## src/rtl/gpu_pkg.sv

```systemverilog
// Shared definitions for the VRAM port-B controller: register map, FSM states
// and the widths of the text-mode character RAM.
package gpu_pkg;

    localparam int VRAM_ADDR_W = 10;
    localparam int VRAM_DATA_W = 16;
    localparam int VRAM_CELLS  = 1 << VRAM_ADDR_W;
    localparam int BUS_W       = 32;

    localparam logic [1:0] REG_CURSOR = 2'd0;
    localparam logic [1:0] REG_DATA   = 2'd1;
    localparam logic [1:0] REG_FILL   = 2'd2;
    localparam logic [1:0] REG_CTRL   = 2'd3;

    // bit0 = flipV_en, bit1 = flipH_en
    localparam logic [1:0] CTRL_RST = 2'b01;

    typedef enum logic [2:0] {
        ST_IDLE,
        ST_ACK,
        ST_RD_ADDR,
        ST_RD_ACK,
        ST_FILL
    } state_t;

endpackage

```

## src/rtl/vram_fill_engine.sv

```systemverilog
// Sweeps every VRAM cell once, writing a constant value. One idle cycle
// after start (the bus ACK cycle), then CELLS back-to-back write cycles.
module vram_fill_engine
    import gpu_pkg::*;
#(
    parameter int ADDR_W = VRAM_ADDR_W,
    parameter int DATA_W = VRAM_DATA_W,
    parameter int CELLS  = VRAM_CELLS
) (
    input  logic              clk,
    input  logic              i_rst,
    input  logic              i_start,
    input  logic [DATA_W-1:0] i_value,
    output logic [ADDR_W-1:0] o_addr,
    output logic [DATA_W-1:0] o_data,
    output logic              o_we,
    output logic              o_busy,
    output logic              o_done
);

    logic [ADDR_W-1:0] r_addr;
    logic [DATA_W-1:0] r_data;
    logic              r_we;
    logic              r_busy;
    logic              w_last;

    assign w_last = (r_addr == ADDR_W'(CELLS - 1));

    // NOTE: sequential state uses non-blocking assignments only, so every
    // register samples the pre-edge values of its neighbours.
    always_ff @(posedge clk) begin
        if (i_rst) begin
            r_addr <= '0;
            r_data <= '0;
            r_we   <= 1'b0;
            r_busy <= 1'b0;
        end else if (!r_busy) begin
            if (i_start) begin
                r_busy <= 1'b1;
                r_data <= i_value;
            end
        end else if (!r_we) begin
            r_we   <= 1'b1;
            r_addr <= '0;
        end else if (w_last) begin
            r_we   <= 1'b0;
            r_busy <= 1'b0;
            r_addr <= '0;
        end else begin
            r_addr <= r_addr + ADDR_W'(1);
        end
    end

    assign o_addr = r_addr;
    assign o_data = r_data;
    assign o_we   = r_we;
    assign o_busy = r_busy;
    assign o_done = r_we & w_last;

endmodule

```

## src/rtl/vram_port_ctrl.sv

```systemverilog
// Bus slave owning VRAM port B: cursor-based cell access, hardware fill and
// display flip control. The fill engine has absolute priority on port B.
module vram_port_ctrl
    import gpu_pkg::*;
#(
    parameter int ADDR_W = VRAM_ADDR_W,
    parameter int DATA_W = VRAM_DATA_W,
    parameter int CELLS  = VRAM_CELLS
) (
    input  logic              clk,
    input  logic              W_RST,
    input  logic              W_STB,
    input  logic              W_WE,
    input  logic [31:0]       W_ADDR,
    input  logic [31:0]       W_DAT_I,
    output logic [31:0]       W_DAT_O,
    output logic              W_ACK,
    output logic [ADDR_W-1:0] vram_addr,
    output logic [DATA_W-1:0] vram_data,
    output logic              vram_we,
    input  logic [DATA_W-1:0] vram_q,
    output logic              flipV_en,
    output logic              flipH_en
);

    state_t            r_state;
    logic              r_ack;
    logic [BUS_W-1:0]  r_dat_o;
    logic [ADDR_W-1:0] r_cursor;
    logic [1:0]        r_ctrl;
    logic              r_wr_we;
    logic [ADDR_W-1:0] r_wr_addr;
    logic [DATA_W-1:0] r_wr_data;

    logic [1:0]        w_reg;
    logic              w_is_data_rd;
    logic              w_permit;
    logic              w_accept;
    logic              w_fill_start;
    logic [ADDR_W-1:0] w_fill_addr;
    logic [DATA_W-1:0] w_fill_data;
    logic              w_fill_we;
    logic              w_fill_busy;
    logic              w_fill_done;
    logic              w_unused;

    assign w_unused     = &{1'b0, W_ADDR[31:4], W_ADDR[1:0], W_DAT_I[31:16]};
    assign w_reg        = W_ADDR[3:2];
    assign w_is_data_rd = (w_reg == REG_DATA) && !W_WE;

    // During a fill only register-file traffic may run alongside the sweep.
    always_comb begin
        w_permit = 1'b0;
        case (r_state)
            ST_IDLE: w_permit = 1'b1;
            ST_FILL: w_permit = (w_reg != REG_DATA) && !((w_reg == REG_FILL) && W_WE);
            default: w_permit = 1'b0;
        endcase
    end

    assign w_accept     = W_STB && !r_ack && w_permit;
    assign w_fill_start = w_accept && (w_reg == REG_FILL) && W_WE;

    vram_fill_engine #(
        .ADDR_W (ADDR_W),
        .DATA_W (DATA_W),
        .CELLS  (CELLS)
    ) u_fill (
        .clk     (clk),
        .i_rst   (W_RST),
        .i_start (w_fill_start),
        .i_value (W_DAT_I[DATA_W-1:0]),
        .o_addr  (w_fill_addr),
        .o_data  (w_fill_data),
        .o_we    (w_fill_we),
        .o_busy  (w_fill_busy),
        .o_done  (w_fill_done)
    );

    always_ff @(posedge clk) begin
        if (W_RST) begin
            r_state   <= ST_IDLE;
            r_ack     <= 1'b0;
            r_dat_o   <= '0;
            r_cursor  <= '0;
            r_ctrl    <= CTRL_RST;
            r_wr_we   <= 1'b0;
            r_wr_addr <= '0;
            r_wr_data <= '0;
        end else begin
            r_ack   <= 1'b0;
            r_dat_o <= '0;
            r_wr_we <= 1'b0;

            if (w_accept && !w_is_data_rd) begin
                r_ack <= 1'b1;
                case (w_reg)
                    REG_CURSOR: begin
                        if (W_WE) r_cursor <= W_DAT_I[ADDR_W-1:0];
                        else      r_dat_o  <= {{(BUS_W-ADDR_W){1'b0}}, r_cursor};
                    end
                    REG_DATA: begin
                        r_wr_we   <= 1'b1;
                        r_wr_addr <= r_cursor;
                        r_wr_data <= W_DAT_I[DATA_W-1:0];
                        r_cursor  <= r_cursor + ADDR_W'(1);
                    end
                    REG_FILL: begin
                        if (!W_WE) r_dat_o <= {{(BUS_W-1){1'b0}}, w_fill_busy};
                    end
                    default: begin
                        if (W_WE) r_ctrl  <= W_DAT_I[1:0];
                        else      r_dat_o <= {{(BUS_W-2){1'b0}}, r_ctrl};
                    end
                endcase
            end

            case (r_state)
                ST_IDLE: begin
                    if (w_accept) r_state <= w_is_data_rd ? ST_RD_ADDR : ST_ACK;
                end
                ST_ACK:     r_state <= w_fill_busy ? ST_FILL : ST_IDLE;
                ST_RD_ADDR: begin
                    // Port B has followed the cursor since the accept cycle.
                    r_state <= ST_RD_ACK;
                    r_ack   <= 1'b1;
                    r_dat_o <= {{(BUS_W-DATA_W){1'b0}}, vram_q};
                end
                ST_RD_ACK:  r_state <= ST_IDLE;
                ST_FILL: begin
                    if (w_fill_done) r_state <= ST_IDLE;
                end
                default:    r_state <= ST_IDLE;
            endcase
        end
    end

    assign vram_we   = w_fill_we | r_wr_we;
    assign vram_addr = w_fill_busy ? w_fill_addr : (r_wr_we ? r_wr_addr : r_cursor);
    assign vram_data = w_fill_busy ? w_fill_data : r_wr_data;

    assign W_ACK    = r_ack;
    assign W_DAT_O  = r_dat_o;
    assign flipV_en = r_ctrl[0];
    assign flipH_en = r_ctrl[1];

endmodule

```

## config.mk

```make
export PLATFORM = sky130hd
export DESIGN_NAME = vram_port_ctrl
export DESIGN_NICKNAME = d
export VERILOG_FILES = /design/src/rtl/gpu_pkg.sv /design/src/rtl/vram_fill_engine.sv /design/src/rtl/vram_port_ctrl.sv
export SDC_FILE = /design/constraint.sdc
export NUM_CORES = 1
export LEC_CHECK = 0
export BUFFER_PORTS_ARGS = -buffer_cell sky130_fd_sc_hd__clkbuf_2
export CAP_MARGIN = 10
export CELL_PAD_IN_SITES_DETAIL_PLACEMENT = 1
export CELL_PAD_IN_SITES_GLOBAL_PLACEMENT = 1
export CORE_MARGIN = 2
export CORE_UTILIZATION = 31
export DETAILED_ROUTE_END_ITERATION = 7
export PLACE_DENSITY = 0.78
export REMOVE_ABC_BUFFERS = 1
export SYNTH_ARGS = -nofsm -noshare
export SYNTH_HDL_FRONTEND = slang
export SYNTH_SLANG_ARGS = --single-unit
export TNS_END_PERCENT = 10
```

## constraint.sdc

```tcl
create_clock -name clk -period 2.2 [get_ports clk]
set_input_delay 0.22 -clock clk [delete_from_list [all_inputs] [get_ports clk]]
set_output_delay 0.22 -clock clk [all_outputs]
set_load 0.1 [all_outputs]
```

==> results of run 1 <==
[report_power, final]
part           total [W]  switching, W  leakage, nW  internal [W]
Sequential       0.00164     0.0000352        0.704       0.00160
Clock            0.00140      0.000606        0.127      0.000790
Combinational   0.000537      0.000414         1.23      0.000123
[cells in the mapped netlist, types with 3 or more instances]
| master | count |
|---|---|
| dfxtp_1 | 87 |
| nand2_1 | 80 |
| a21oi_1 | 43 |
| nor2_1 | 33 |
| mux2i_1 | 27 |
| buf_4 | 21 |
| clkbuf_1 | 19 |
| o21ai_0 | 19 |
| mux2_2 | 17 |
| nand3_1 | 10 |
| a22o_1 | 8 |
| inv_1 | 8 |
| and2_1 | 7 |
| nand4_1 | 7 |
| a31oi_1 | 6 |
| buf_2 | 6 |
| nor3_1 | 5 |
| a22oi_1 | 4 |
| and3_1 | 4 |
| buf_1 | 4 |
| nor2b_1 | 4 |
| or3_1 | 4 |
| a211oi_1 | 3 |
| buf_6 | 3 |
| nand2b_1 | 3 |
| nand3b_1 | 3 |
| nor4_1 | 3 |
[worst max path at each step]
stage | from | to | slack [ns] | cells after the start
6_report | u_fill.o_busy$_SDFF_PP0_ | vram_addr[9] | 0.18 | 3
2_1_floorplan | u_fill.o_busy$_SDFF_PP0_ | vram_addr[9] | -1.50 | 2
3_5_place_dp | u_fill.o_busy$_SDFF_PP0_ | vram_addr[9] | 0.29 | 3
4_1_cts | u_fill.o_busy$_SDFF_PP0_ | vram_addr[9] | 0.17 | 3
3_3_place_gp | u_fill.o_busy$_SDFF_PP0_ | vram_addr[9] | 0.34 | 3
5_1_grt | u_fill.o_busy$_SDFF_PP0_ | vram_addr[9] | 0.06 | 3
[registers in the layout, summed over array words and instances, names as in the netlist]
| signal | cells |
|---|---|
| W_DAT_O | 16 |
| r_ctrl | 2 |
| u_fill.o_addr | 10 |
| W_ACK | 1 |
| r_cursor | 10 |
| r_wr_we | 1 |
| r_state | 3 |
| u_fill.o_busy | 1 |
| u_fill.o_data | 16 |
| r_wr_addr | 10 |
| r_wr_data | 16 |
| u_fill.o_we | 1 |
[critical path, stage by stage, from the launching register on]
cell	delay (ns)
dfxtp_4	0.59
inv_2	0.18
a21boi_0	0.44
buf_12	0.24
[repair_timing]
| item | in CTS | in global routing |
|---|---|---|
| gates resized for setup | 1 | 0 |
| setup endpoints to repair | 1 | 0 |
| hold endpoints to repair | 0 | 0 |
[cell type report]
class	count	area [um^2]	area share (%)
multi-input cells	348	2130	42.67
flip-flops and latches	87	1745	34.97
repair buffers	103	603.1	12.08
clock buffers	14	254.0	5.089
well taps	176	220.2	4.412
inverters	9	33.78	0.6769
clock inverters	1	5.005	0.1003
[metrics by stage]
step	hold WS, ns	TNS (ns)	area (um^2)
CTS	0.06883	0	4991
global route	0.06855	0	4991
global placement	0.4251	0	4730
detailed placement	0.4254	0	4730
finish	0.08212	0	4991
floorplan	0.2846	-19.11	3905
[cells by family (layout without fill, tap and decap cells)]
| family | Yosys count | after routing | synth area share (%) |
|---|---|---|---|
| simple gates | 177 | 177 | 20.99 |
| compound gates | 107 | 107 | 16.63 |
| flops | 87 | 87 | 41.85 |
| buf+inv | 63 | 127 | 8.328 |
| mux | 44 | 44 | 11.09 |
| fa+ha+maj | 2 | 2 | 0.6012 |
| xor+xnor | 2 | 2 | 0.4210 |
| other cells | 1 | 16 | 0.09011 |
[routing by layer]
metal	track usage, %	part of all wire, %	vias to the layer above	wire length (um)
met2	28.11	49	95	5680
met3	4.230	4.7	21	544
met4	7.279	2.1	0	241
met5	0	0	-	0
li1	-	-	1805	-
met1	19.50	44	1785	5033
==> impl_metrics.yaml, run 1 <==
run_status:
  status: "finished clean"
sta:
  finalClockSkew_ns: 0.006899
  fin_crit_ns: 2.017
  relSlewSlack_pct: 59.22
  maxSlewViolCount: 0
  finalSetupViolations: 0
  post-route-period-util_pct: 91.70
  hold_viol: 0
  worst_pin_slew_ns: 0.6071
  rsz0062_at_grt: "no"
  max_freq_ghz: 0.4957
  fin_ws_ns: 0.1826
logic_synthesis:
  ys_types: 62
  syn_avg_cell_area_um2: 8.616
  synth_edf_count: 0
  ys.flop_type: "dfxtp_1"
  syn_area_um2: 4161
  yosysTopAreaCell: "dfxtp_1"
  synth.top_cell.area_share_pct: 41.85
  synthArstFlopShare_pct: 0
  synth_area_leaders: "dfxtp_1 42%, nand2_1 7.2%, mux2i_1 6.5%, a21oi_1 5.2%, mux2_2 4.6%"
  ys_ff_latch: 87
  yosysWarningCount: 0
  synth-seq-area-share_pct: 41.85
  netlist_instances: 483
setup_path:
  critical_path_class: "register to primary output"
  r2r-start: "r_state[0]$_SDFFE_PP0P_"
  cp.arrival_ns: 1.80
  crit_fanout: 24
  endpoint_kind: "primary output"
  worstPathRequired_ns: 1.98
  cp-start-kind: "register"
  regToRegSetupSlack_ns: 0.34
  reg2regPathDepth: 5
  r2r-end: "r_cursor[5]$_SDFFE_PP0P_"
power:
  power_leakage_nw: 2.063
  peakVddDrop_mv: 0.3787
  finalPower_w: 0.003570
  powerDensity_nw_per_um2: 715.3
floorplan:
  start_util_pct: 31.55
  rows: 42
  fp.dieArea_um2: 14370
  die-width_um: 119.9
  fp.dieH_um: 119.9
  ios: 146
  core_area_um2: 13190
global_routing:
  antenna_found_initial: 0
  grt_max_degree: 25
  gr-total-overflow: 0
  grt_usage_pct: 16.48
  grt_pass1_wl_um: 18690
  grt_pass1_vias: 3852
clock_network:
  postCtsSetupRepairBufs: 0
  cts_tree: "done"
  insertion_delay_ns: 0.35
  postCtsHoldBufs: 0
  cts_num_sinks: 87
  clk_pin_slew_ns: 0.06
  cts-buffers-inserted: 9
  h-tree-depth: 3
  clock_path_buffers: 2
  cts-root-buf: "clkbuf_16"
min_path:
  hp-class: "input pin to register"
  min_to: "W_DAT_O[14]$_SDFF_PP0_"
  worstHoldStart: "vram_q[14]"
  holdPathStages: 2
route:
  drc_errors: 0
  via_per_inst: 5.022
  dr.pass1.iters: 5
  routed_wl_um: 11500
  route.vias.total: 3706
  drt-initial-drc-count: 178
  antenna_left: 0
  wl_per_cell_um: 15.58
layout:
  final_common_cell: "dfxtp_1"
  final_layout_size_suffix_gt1_share_pct: 25.27
  layout_common_cells: "86 x dfxtp_1, 80 x nand2_1, 73 x clkbuf_2"
  utilization_pct: 37.84
  fin_nets: 644
  fin_cells: 738
  diodes: 0
  fillers: 1606
  area_growth_syn_to_layout_pct: 19.93
place:
  dp_slack_ns: 0.2933
  gp_congestion: 0.7672
  io_buffers: 83
  dp.cells: 723
  dp_hpwl_um: 8365
job:
  drv_cap: 0
(Power assumes the default switching activity.)
==> run 2, diff against run 1 <==
--- a/config.mk
+++ b/config.mk
@@ -5,6 +5,7 @@
 export SDC_FILE = /design/constraint.sdc
 export NUM_CORES = 1
 export LEC_CHECK = 0
+export ABC_AREA = 1
 export BUFFER_PORTS_ARGS = -buffer_cell sky130_fd_sc_hd__clkbuf_2
 export CAP_MARGIN = 10
 export CELL_PAD_IN_SITES_DETAIL_PLACEMENT = 1
@@ -12,7 +13,7 @@
 export CORE_MARGIN = 2
 export CORE_UTILIZATION = 31
 export DETAILED_ROUTE_END_ITERATION = 7
-export PLACE_DENSITY = 0.78
+export PLACE_DENSITY = 0.75
 export REMOVE_ABC_BUFFERS = 1
 export SYNTH_ARGS = -nofsm -noshare
 export SYNTH_HDL_FRONTEND = slang
==> run 2 against run 1 <==
  * Clock skew decreased by 0.0040 ns
  * Non-clock buffer count shrank 12
  * Hold slack lost 0.017 ns
  * Fmax decreased by 1.7%
  * Critical endpoint is now vram_addr[8]
  * Largest power group unchanged
==> impl_metrics.yaml, run 2 <==
run_status:
  status: "finished clean"
clock_network:
  cts-buffers-inserted: 9
  cts-root-buf: "clkbuf_16"
  cts_num_sinks: 87
  h-tree-depth: 3
  cts_tree: "done"
  postCtsSetupRepairBufs: 0
  insertion_delay_ns: 0.35
  clock_path_buffers: 2
  clk_pin_slew_ns: 0.06
setup_path:
  crit_fanout: 19
  critical_path_class: "register to primary output"
  endpoint_kind: "primary output"
  slowest_stage: "dfxtp_1"
  cp.buffers_inverters: 2
  path_cells: "clkinv_2 -> o21ai_1 -> a21oi_1 -> a21oi_1 -> buf_12"
  crit_family: "compound AO/OA/AOI/OAI gates"
  slowest_delay_ns: 0.41
  worstPathRequired_ns: 1.98
  cp-start-kind: "register"
  crit_top_cell: "a21oi_1"
  cp.arrival_ns: 1.83
  regToRegSetupSlack_ns: 0.32
layout:
  final_common_cell: "nand2_1"
  multi_input_area_um2: 2034
  fin_nets: 802
  regArea_um2: 1742
  final_layout_size_suffix_gt1_share_pct: 16.81
  fillers: 1734
  fin_cells: 896
  layout_common_cells: "181 x nand2_1, 87 x dfxtp_1, 78 x nor2_1"
  diodes: 0
  area_growth_syn_to_layout_pct: 27.48
global_routing:
  antenna_found_initial: 0
  grt_pass1_vias: 4583
  gr-usage-met1_pct: 22.40
  grt_usage_pct: 19.30
  grt_pass1_wl_um: 22280
  grt.busiest_layer: "met2"
  gr-total-overflow: 0
  grt_max_degree: 51
  met2_usage_pct: 35.32
  grt_use_met3_pct: 4.182
logic_synthesis:
  ys.flop_type: "dfxtp_1"
  yosysMostFrequentCell: "nand2_1"
  synthTopCellsByCount: "181 x nand2_1, 87 x dfxtp_1, 78 x nor2_1"
  syn_avg_cell_area_um2: 6.648
  synthArstFlopShare_pct: 0
  ys_types: 34
  syn_area_um2: 4262
  yosysTopAreaCell: "dfxtp_1"
  synth_area_leaders: "dfxtp_1 41%, nand2_1 16%, nor2_1 6.9%, a21oi_1 6.8%, inv_1 5.8%"
  synth-seq-area-share_pct: 40.87
  synth_edf_count: 0
  synth.top_cell.area_share_pct: 40.87
  yosysWarningCount: 0
  netlist_instances: 641
  ys_ff_latch: 87
route:
  drc_errors: 0
  dr.pass1.iters: 5
  route.vias.total: 4367
  routed_wl_um: 13380
  via_per_inst: 4.874
  wl_per_cell_um: 14.93
  drt-initial-drc-count: 247
  antenna_left: 0
place:
  dp.cells: 881
  dp_hpwl_um: 9500
  io_buffers: 83
  gp_congestion: 0.8432
  dp_slack_ns: 0.2901
sta:
  rsz0062_at_grt: "no"
  fin_ws_ns: 0.1468
  max_freq_ghz: 0.4871
  finalClockSkew_ns: 0.002941
  maxSlewViolCount: 0
  fin_crit_ns: 2.053
  post-route-period-util_pct: 93.33
  hold_viol: 0
  worst_pin_slew_ns: 0.7300
  finalSetupViolations: 0
  relSlewSlack_pct: 51.15
floorplan:
  rows: 42
  core_area_um2: 13350
  die-width_um: 121.2
  fp.dieArea_um2: 14700
  start_util_pct: 31.93
  ios: 146
  fp.dieH_um: 121.2
power:
  powerDensity_nw_per_um2: 724.0
  peakVddDrop_mv: 0.3504
  power_leakage_nw: 2.463
min_path:
  hp-class: "input pin to register"
job:
  drv_cap: 0
## run 2: cell count changes after synthesis, moves of 8 or more
cell / change
o21ai_0: +27
a21oi_1: +15
nand2_1: +101
a22o_1: -8
nand3_1: +30
nor2_1: +45
mux2i_1: -27
inv_1: +58
mux2_2: -17
## run 2: worst paths after layout
path / startpoint / end / depth (start not counted)
max: u_fill.o_busy$_SDFF_PP0_ / vram_addr[8] / 5
min: vram_q[15] / W_DAT_O[15]$_SDFF_PP0_ / 3
max reg2reg: r_state[0]$_SDFFE_PP0P_ / r_wr_data[9]$_SDFFE_PP0P_ / 8
min reg2reg: u_fill.o_data[13]$_SDFFE_PP0P_ / u_fill.o_data[13]$_SDFFE_PP0P_ / 2
## run 2: final cells by class
| cell class | count | area share [%] |
|---|---|---|
| clock buffer | 15 | 5.113 |
| inverter | 73 | 5.159 |
| multi-input combinational | 454 | 37.45 |
| sequential | 87 | 32.06 |
| tap | 176 | 4.053 |
| timing repair buffer | 91 | 16.17 |
## run 2: stage by stage
| stage | TNS, ns | cell area, um^2 | util (%) | power [W] | hold slack (ns) |
|---|---|---|---|---|---|
| 2_1_floorplan | -27.77 | 4054 | - | 0.002231 | 0.2891 |
| 3_3_place_gp | 0 | 5152 | 38.60 | 0.002482 | 0.4193 |
| 3_5_place_dp | 0 | 5152 | 38.60 | 0.002504 | 0.4270 |
| 4_1_cts | 0 | 5433 | 40.70 | 0.003984 | 0.05660 |
| 5_1_grt | 0 | 5433 | 40.70 | 0.004116 | 0.05597 |
| 6_report | 0 | 5433 | 40.70 | 0.003933 | 0.06469 |
## run 2: logic make-up (layout without fill, tap and decap cells)
| kind of cell | count (synthesis) | count (layout) | share of synthesized area [%] |
|---|---|---|---|
| buffers and inverters | 115 | 179 | 12.71 |
| and+or+nand+nor | 323 | 323 | 32.12 |
| adders and majority gates | 2 | 2 | 0.5871 |
| other | 1 | 16 | 0.08800 |
| AOI/OAI and AO/OA | 113 | 113 | 13.62 |
| DFF | 87 | 87 | 40.87 |
## run 2: tightest hold or removal path, cell delays in order
cell and delay (ns):
clkbuf_2 0.08, inv_1 0.04, nor2_1 0.03
## run 2: routing by layer
metal | wire length (um) | share of wire [%]
met5 | 0 | 0
met4 | 211 | 1.6
met3 | 537 | 4.0
met2 | 6979 | 52
met1 | 5647 | 42
## run 2: power breakdown
part           internal (W)  switching (W)  total (W)
logic              0.000201       0.000614   0.000815
clock network      0.000854       0.000613    0.00147
registers           0.00162      0.0000322    0.00165
total               0.00267        0.00126    0.00393
## run 2: what timing repair did
item	4_1_cts	5_1_grt
hold endpoints to repair	0	0
gates resized for setup	2	1
hold buffers	0	0
endpoints found under the setup margin	6	1
==> run 3, diff against run 2 <==
--- a/config.mk
+++ b/config.mk
@@ -8,12 +8,12 @@
 export ABC_AREA = 1
 export BUFFER_PORTS_ARGS = -buffer_cell sky130_fd_sc_hd__clkbuf_2
 export CAP_MARGIN = 10
-export CELL_PAD_IN_SITES_DETAIL_PLACEMENT = 1
-export CELL_PAD_IN_SITES_GLOBAL_PLACEMENT = 1
+export CELL_PAD_IN_SITES_DETAIL_PLACEMENT = 0
+export CELL_PAD_IN_SITES_GLOBAL_PLACEMENT = 2
 export CORE_MARGIN = 2
-export CORE_UTILIZATION = 31
+export CORE_UTILIZATION = 26
 export DETAILED_ROUTE_END_ITERATION = 7
-export PLACE_DENSITY = 0.75
+export PLACE_DENSITY = 0.82
 export REMOVE_ABC_BUFFERS = 1
 export SYNTH_ARGS = -nofsm -noshare
 export SYNTH_HDL_FRONTEND = slang
==> run 3 against run 2 <==
  * Power is 3.1% higher
  * Combinational power hardly changed
  * Critical path type unchanged
  * Sequential share of layout area is 0.71 points lower
  * Setup slack better by 0.028 ns
  * Critical path depth is 1 lower
  * Wire length is 9.8% lower
  * Clock power is 8% higher
  * Sequential power hardly changed
==> impl_metrics.yaml, run 3 (same netlist as run 2, synthesis figures left out) <==
sta:
  timing.setup.tns_ns: 0
  max_freq_ghz: 0.4938
  maxSlewViolCount: 0
  fin_ws_ns: 0.1750
  relSlewSlack_pct: 57.79
  fin_crit_ns: 2.025
  finalSetupViolations: 0
  post-route-period-util_pct: 92.05
  finalClockSkew_ns: 0.009544
  hold_viol: 0
  rsz0062_at_grt: "no"
  worst_pin_slew_ns: 0.6308
floorplan:
  fp.dieH_um: 132.0
  fp.dieArea_um2: 17430
  die-width_um: 132.0
  start_util_pct: 26.73
  rows: 46
  ios: 146
  core_area_um2: 15940
layout:
  fillers: 1691
  area_growth_syn_to_layout_pct: 30.39
  final_layout_size_suffix_gt1_share_pct: 17.27
  fin_cells: 940
  layout_common_cells: "181 x nand2_1, 87 x dfxtp_1, 78 x nor2_1"
  fin_nets: 805
  diodes: 0
  final_common_cell: "nand2_1"
route:
  route.vias.total: 4162
  via_per_inst: 4.428
  drc_errors: 0
  dr.pass1.iters: 4
  wl_per_cell_um: 12.84
  antenna_left: 0
  drt-initial-drc-count: 256
  routed_wl_um: 12070
clock_network:
  cts_num_sinks: 87
  insertion_delay_ns: 0.35
  h-tree-depth: 3
  cts-buffers-inserted: 9
  clk_pin_slew_ns: 0.07
  postCtsSetupRepairBufs: 0
  clock_path_buffers: 2
  cts_tree: "done"
  postCtsHoldBufs: 0
  cts-root-buf: "clkbuf_16"
  cts_resized: 0
setup_path:
  cp-start-kind: "register"
  r2r-end: "u_fill.o_addr[7]$_SDFFE_PP0P_"
  endpoint_kind: "primary output"
  worstPathRequired_ns: 1.98
  critical_path_depth: 4
  path_cells: "clkinv_1 -> buf_4 -> o21ai_0 -> buf_12"
  crit_fanout: 11
  critical_path_class: "register to primary output"
  regToRegSetupSlack_ns: 0.40
  slowest_delay_ns: 0.37
  r2r-start: "u_fill.o_addr[1]$_SDFFE_PP0P_"
  crit_family: "buffers and inverters"
  cp.arrival_ns: 1.81
  reg2regPathDepth: 8
  slowest_stage: "dfxtp_1"
  cp.buffers_inverters: 3
global_routing:
  grt_max_degree: 51
  grt_pass1_vias: 4117
  grt_pass1_wl_um: 19980
  gr-total-overflow: 0
  antenna_found_initial: 0
  grt_usage_pct: 14.26
power:
  clkPwrFrac_pct: 39.2
  peakVddDrop_mv: 0.4034
  p_comb_share_pct: 20.1
  power.switching_w: 0.001308
  p_seq_share_pct: 40.7
  powerDensity_nw_per_um2: 729.9
  p_sw_share_pct: 32.25
  power_leakage_nw: 2.497
  power.internal_w: 0.002748
place:
  gp_congestion: 0.8138
  dp_slack_ns: 0.4079
  dp_hpwl_um: 8650
  dp.cells: 924
  io_buffers: 83
job:
  drv_cap: 0
min_path:
  holdPathStages: 3
  min_to: "W_DAT_O[15]$_SDFF_PP0_"
  worstHoldStart: "vram_q[15]"
  hp-class: "input pin to register"
run_status:
  status: "finished clean"
-- run 3: cell types whose count changed in the layout (fill, tap and decap cells not counted), sizes merged --
| cell | delta |
|---|---|
| inv | +2 |
| buf | +3 |
| clkbuf | -4 |
| bufinv | +1 |
| clkinv | +1 |
| clkinvlp | +1 |
-- run 3: power groups by stage --
stage / Sequential [W] / Combinational, W / Clock (W)
after floorplan: 0.00173 / 0.000501 / 0
after global placement: 0.00168 / 0.000813 / 0
after detailed placement: 0.00169 / 0.000819 / 0
after CTS: 0.00165 / 0.000821 / 0.00164
after global routing: 0.00165 / 0.000869 / 0.00172
final: 0.00165 / 0.000816 / 0.00159
-- run 3: routing by layer --
layer / part of all wire, % / GRT usage (%) / vias to the layer above
met3: 6.0 / 4.537 / 13
met4: 1.1 / 3.502 / 0
met5: 0 / 0 / -
li1: - / - / 2156
met2: 50 / 24.83 / 97
met1: 43 / 17.02 / 1896
-- run 3: worst max-delay path by stage --
stage	start	end	slack [ns]
final	u_fill.o_busy$_SDFF_PP0_	vram_addr[7]	0.17
after global routing	u_fill.o_busy$_SDFF_PP0_	vram_addr[7]	0.07
after CTS	u_fill.o_busy$_SDFF_PP0_	vram_addr[7]	0.15
after detailed placement	u_fill.o_addr[1]$_SDFFE_PP0P_	u_fill.o_addr[7]$_SDFFE_PP0P_	0.41
after global placement	u_fill.o_addr[1]$_SDFFE_PP0P_	u_fill.o_addr[7]$_SDFFE_PP0P_	0.42
after floorplan	u_fill.o_busy$_SDFF_PP0_	vram_addr[7]	-1.90
-- run 3: cell type report --
class	count	area, um^2	area share, %
clock inverters	5	63.81	1.148
inverters	73	277.8	4.999
multi-input cells	454	2034	36.61
clock buffers	11	242.7	4.368
well taps	216	270.3	4.864
repair buffers	94	925.9	16.66
flip-flops and latches	87	1742	31.34
-- run 3: worst register-to-register path: cells and delay by family (launching register included) --
family | cells | cell delay, ns
adder cells (fa/ha/maj) | 1 | 0.21
AND/OR/NAND/NOR | 4 | 0.84
flip-flops | 1 | 0.38
buffers and inverters | 1 | 0.10
AO/OA/AOI/OAI | 2 | 0.16
-- run 3: per-stage QoR --
| stage | utilization (%) | hold WS, ns | power, W | area (um^2) |
|---|---|---|---|---|
| floorplan | - | 0.2891 | 0.002231 | 4054 |
| global placement | 32.93 | 0.4190 | 0.002497 | 5250 |
| detailed placement | 32.93 | 0.4220 | 0.002504 | 5250 |
| CTS | 34.85 | 0.04157 | 0.004114 | 5557 |
| global route | 34.85 | 0.05287 | 0.004241 | 5557 |
| finish | 34.85 | 0.05615 | 0.004056 | 5557 |
